## src/rtl/dmem_arb_pkg.sv

```systemverilog
// Shared types and default widths for the data-memory port arbiter.
// The arbiter FSM state encoding lives here so the top and any future users agree on it.
package dmem_arb_pkg;

   localparam int DEF_ADDR_W = 32;
   localparam int DEF_DATA_W = 32;
   localparam int DEF_CNT_W  = 16;

   typedef enum logic {
      ARB_IDLE   = 1'b0,
      ARB_SECOND = 1'b1
   } arb_state_e;

endpackage

```

## src/rtl/dmem_arb_perf_cnt.sv

```systemverilog
// Saturating event counter used by the arbiter's optional performance monitors.
// Holds at all-ones rather than wrapping, and clears on reset.
module dmem_arb_perf_cnt #(
   parameter int W = 16
) (
   input  logic         clk,
   input  logic         rst_n,
   input  logic         i_inc,
   output logic [W-1:0] o_count
);

   logic [W-1:0] r_count;

   always_ff @(posedge clk or negedge rst_n) begin
      if (!rst_n) begin
         r_count <= '0;
      end else if (i_inc && (r_count != {W{1'b1}})) begin
         r_count <= r_count + 1'b1;
      end
   end

   assign o_count = r_count;

endmodule

```

## src/rtl/dmem_port_arbiter.sv

```systemverilog
// Shares one data-memory port between the two slots of the dual-issue core, in program order.
// Optional perf counters are enabled with the DMEM_ARB_PERF_EN macro.
module dmem_port_arbiter
   import dmem_arb_pkg::*;
#(
   parameter int ADDR_W = DEF_ADDR_W,
   parameter int DATA_W = DEF_DATA_W,
   parameter int CNT_W  = DEF_CNT_W
) (
   input  logic              clk,
   input  logic              rst_n,
   input  logic              req0,
   input  logic              we0,
   input  logic [ADDR_W-1:0] addr0,
   input  logic [DATA_W-1:0] wdata0,
   output logic [DATA_W-1:0] rdata0,
   input  logic              req1,
   input  logic              we1,
   input  logic [ADDR_W-1:0] addr1,
   input  logic [DATA_W-1:0] wdata1,
   output logic [DATA_W-1:0] rdata1,
   output logic              stall,
   output logic              mem_we,
   output logic [ADDR_W-1:0] mem_addr,
   output logic [DATA_W-1:0] mem_din,
   input  logic [DATA_W-1:0] mem_dout,
   output logic [CNT_W-1:0]  conflict_cnt,
   output logic [CNT_W-1:0]  merge_cnt
);

   arb_state_e        r_state;
   logic [DATA_W-1:0] r_hold;
   logic              w_both;
   logic              w_merge;
   logic              w_conflict;
   logic              w_start;

   // Two loads of the same word share one read; anything else with both slots active serialises.
   assign w_both     = req0 & req1;
   assign w_merge    = w_both & ~we0 & ~we1 & (addr0 == addr1);
   assign w_conflict = w_both & ~w_merge;
   assign w_start    = (r_state == ARB_IDLE) & w_conflict;

   always_ff @(posedge clk or negedge rst_n) begin
      if (!rst_n) begin
         r_state <= ARB_IDLE;
         r_hold  <= '0;
      end else begin
         case (r_state)
            ARB_IDLE: begin
               if (w_conflict) begin
                  r_hold  <= mem_dout;
                  r_state <= ARB_SECOND;
               end
            end
            default: r_state <= ARB_IDLE;
         endcase
      end
   end

   // Port mux; reset forces every output quiet so a dropped second access never reaches memory.
   always_comb begin
      stall    = 1'b0;
      mem_we   = 1'b0;
      mem_addr = '0;
      mem_din  = '0;
      rdata0   = '0;
      rdata1   = '0;
      if (rst_n) begin
         case (r_state)
            ARB_IDLE: begin
               if (req1 && !req0) begin
                  mem_we   = we1;
                  mem_addr = addr1;
                  mem_din  = wdata1;
               end else begin
                  mem_we   = we0 & req0;
                  mem_addr = addr0;
                  mem_din  = wdata0;
               end
               rdata0 = mem_dout;
               rdata1 = mem_dout;
               stall  = w_conflict;
            end
            default: begin
               mem_we   = we1 & req1;
               mem_addr = addr1;
               mem_din  = wdata1;
               rdata0   = r_hold;
               rdata1   = mem_dout;
            end
         endcase
      end
   end

`ifdef DMEM_ARB_PERF_EN
   logic w_merge_evt;

   assign w_merge_evt = (r_state == ARB_IDLE) & w_merge;

   dmem_arb_perf_cnt #(.W(CNT_W)) u_conflict_cnt (
      .clk     (clk),
      .rst_n   (rst_n),
      .i_inc   (w_start),
      .o_count (conflict_cnt)
   );

   dmem_arb_perf_cnt #(.W(CNT_W)) u_merge_cnt (
      .clk     (clk),
      .rst_n   (rst_n),
      .i_inc   (w_merge_evt),
      .o_count (merge_cnt)
   );
`else
   logic w_unused;

   assign w_unused     = w_start;
   assign conflict_cnt = '0;
   assign merge_cnt    = '0;
`endif

endmodule

```

## config.mk

```make
export PLATFORM = sky130hd
export DESIGN_NAME = dmem_port_arbiter
export DESIGN_NICKNAME = d
export VERILOG_FILES = /design/src/rtl/dmem_arb_pkg.sv /design/src/rtl/dmem_arb_perf_cnt.sv /design/src/rtl/dmem_port_arbiter.sv
export SDC_FILE = /design/constraint.sdc
export NUM_CORES = 1
export LEC_CHECK = 0
export CAP_MARGIN = 20
export CORE_AREA = 2 2 126 128
export DETAILED_ROUTE_END_ITERATION = 6
export DIE_AREA = 0 0 128 130
export GPL_TIMING_DRIVEN = 0
export MAX_ROUTING_LAYER = met4
export PLACE_DENSITY = 0.71
export RECOVER_POWER = 100
export SLEW_MARGIN = 40
export SYNTH_ARGS = -nofsm -noshare
export SYNTH_HDL_FRONTEND = slang
export SYNTH_HIERARCHICAL = 1
export SYNTH_SLANG_ARGS = --single-unit
```

## constraint.sdc

```tcl
create_clock -name clk -period 2.1 [get_ports clk]
set_input_delay 0.315 -clock clk [delete_from_list [all_inputs] [get_ports clk]]
set_output_delay 0.315 -clock clk [all_outputs]
set_load 0.05 [all_outputs]
```

==> out/results.tsv <==
metric	value	unit
status	finished with violations	
violations	max-capacitance violations, max-slew violations	
post-route-drc-count	0	
hold_violations	0	
synthFlopType	dfrtp_1	
clk_latency	0.27	ns
grt_use_total	0.226	
portBuffers	295	
synth.top_cells.by_count	161 x nand2_1, 68 x a21oi_1, 43 x clkbuf_1	
synth_cells	592	
yosysMostFrequentCell	nand2_1	
coreArea	15400	um2
setup_violations	0	
rows	46	
drive_above_1_share	0.312	
finalWirelength	19400	um
synth_cell_types	28	
synth.cell_area	4020	um2
holdWs	0.543	ns
syn_avg_cell_area	6.79	um2
placed_area	8030	um2
drt_first_pass_iters	4	
use_met1	0.283	
cp_slowest_stage_delay	0.37	ns
antenna_left	0	
syn2layout_area_growth	114	%
grt_use_met2	0.404	
yosysTopAreaCell	dfrtp_1	
die_x	128	um
cp.required	1.78	ns
multi_input_area	3680	um2
gp_congestion	0.818	
synth_enable_flop_cells	0	
min_period	2.08	ns
cp_max_fo	2	
power.leakage	3.68	nW
first_global_vias	5206	
dr.first_iter.drc_count	238	
viasPerCell	4.85	
busiest_layer	met2	
clock_skew	0.00486	ns
antenna_cells	0	
vdd_drop_max	0.324	mV
cts_buffers	5	
layout_worst_path_cycle_share	0.989	
clkSinkCount	33	
grt_max_degree	34	
final_nets	1101	
drv_cap	1	
place_hpwl	15300	um
crit_type	primary input to primary output	
die_y	130	um
yosysWarningCount	6	
antenna_found_initial	0	
hp-class	register to register	
cp_slowest_cell	nor4_4	
die_area	16600	um2
final_area	8590	um2
cts_tree	yes	
synth.yosys.seq_area_share	0.205	
htreeDepth	2	
tightest_slew	1.55	ns
end_kind	primary output	
slew_viol_final	34	
regArea	826	um2
crit_chain	dlygate4sd2_1 -> xnor2_1 -> nand4_1 -> nor4_4 -> and2_4 -> a211oi_2 -> buf_6	
grt_use_met3	0.0308	
ctsRootBufferMaster	clkbuf_16	
io_pins	328	
vias	5474	
critPathLaunchType	primary input	
rsz0062_at_grt	yes	
start_util	0.261	
arrival	1.76	ns
async_reset_ff_frac	1.00	
synth_top_area_share	0.205	
clk_pin_slew	0.06	ns
wl_per_cell	17.2	um
yosys_register_bits	33	
totalPowerFinal	4.09	mW
grt_first_pass_wirelength	29000	um
max_freq	482	MHz
power_density	477	nW/um2
ys_top_cells_by_area	dfrtp_1 21%, nand2_1 15%, a21oi_1 8.5%	
maxSlewHeadroom	-0.0334	
num-fill-cells	1461	
grt.overflow.total	0	
clock_path_buffers	2	
cell usage in the layout, fill, tap and decap left out, types with 31 or more instances in the layout:
cell	instances
a21oi_4	61
buf_6	62
clkdlybuf4s50_1	99
conb_1	32
mux2i_1	32
and2_1	32
o211ai_1	32
dfrtp_1	33
dlygate4sd2_1	61
buf_4	48
clkdlybuf4s15_2	35
nor2_1	32
nand2_1	159
nand4_1	38
a2bb2oi_1	31
power by group:
part | leakage [nW] | internal (mW) | switching (mW)
Clock | 0.0841 | 0.593 | 0.275
Combinational | 3.21 | 0.940 | 1.45
Sequential | 0.382 | 0.743 | 0.0904
metrics by stage:
step / setup WS, ns / TNS (ns) / util / instances
after detailed placement: -1.40 / -138.47 / 0.521 / 1110
final: 0.0240 / 0 / 0.557 / 1128
after global routing: -0.0337 / -0.228 / 0.557 / 1128
after CTS: 0.000750 / 0 / 0.545 / 1126
after global placement: -2.80 / -320.81 / 0.520 / 1110
after floorplan: 0.0472 / 0 / - / 623
cell type report:
cell class                      count  area share
Multi-Input combinational cell    503       0.428
Tap cell                          192      0.0280
Clock inverter                      1     0.00350
Buffer                             83      0.0730
Sequential cell                    33      0.0962
Inverter                            2    0.000874
Timing Repair Buffer              307       0.354
Clock buffer                        7      0.0166
critical path: cells and delay by family:
kind | cells | cell delay, ns
and+or+nand+nor | 3 | 0.77
buffers and inverters | 2 | 0.42
xor gates and xnor gates | 1 | 0.18
AOI/OAI and AO/OA | 1 | 0.07
worst paths after layout:
path / start / to / slack, ns / cells after the start
min in group asynchronous: rst_n / r_hold[16] / 0.65 / 2
worst max register to register: r_state / r_hold[13] / 0.28 / 7
max in group asynchronous: rst_n / r_hold[0] / 0.55 / 2
worst min-delay path: r_hold[6] / r_hold[6] / 0.54 / 2
worst min register to register: r_hold[6] / r_hold[6] / 0.54 / 2
worst max-delay path: addr1[7] / stall / 0.02 / 7
repair_timing:
item	4_1_cts	5_1_grt
pin swaps	35	11
endpoints found under the hold margin	33	0
endpoints found under the setup margin	162	90
setup buffers	8	3
gates cloned	0	0
hold buffers	1	0
gates resized for setup	732	87
flip-flops by register name, summed over array words and instances, names as in the netlist:
name	count
r_state	1
r_hold	32
cells by family after synthesis:
| family | count (synthesis) | share of synthesized area |
|---|---|---|
| AND/OR/NAND/NOR | 273 | 0.311 |
| AO/OA/AOI/OAI | 134 | 0.217 |
| flip-flops | 33 | 0.205 |
| buffers and inverters | 87 | 0.116 |
| other | 1 | 0.000933 |
| XOR/XNOR | 32 | 0.0697 |
| multiplexers | 32 | 0.0797 |
layer usage:
layer,wire length [um],part of all wire,up-vias
met1,8390,0.43,2584
li1,-,-,2687
met3,1050,0.054,8
met5,0,0,-
met4,105,0.0054,0
met2,9890,0.51,195
Note: power is estimated with default switching activity, not from simulation.
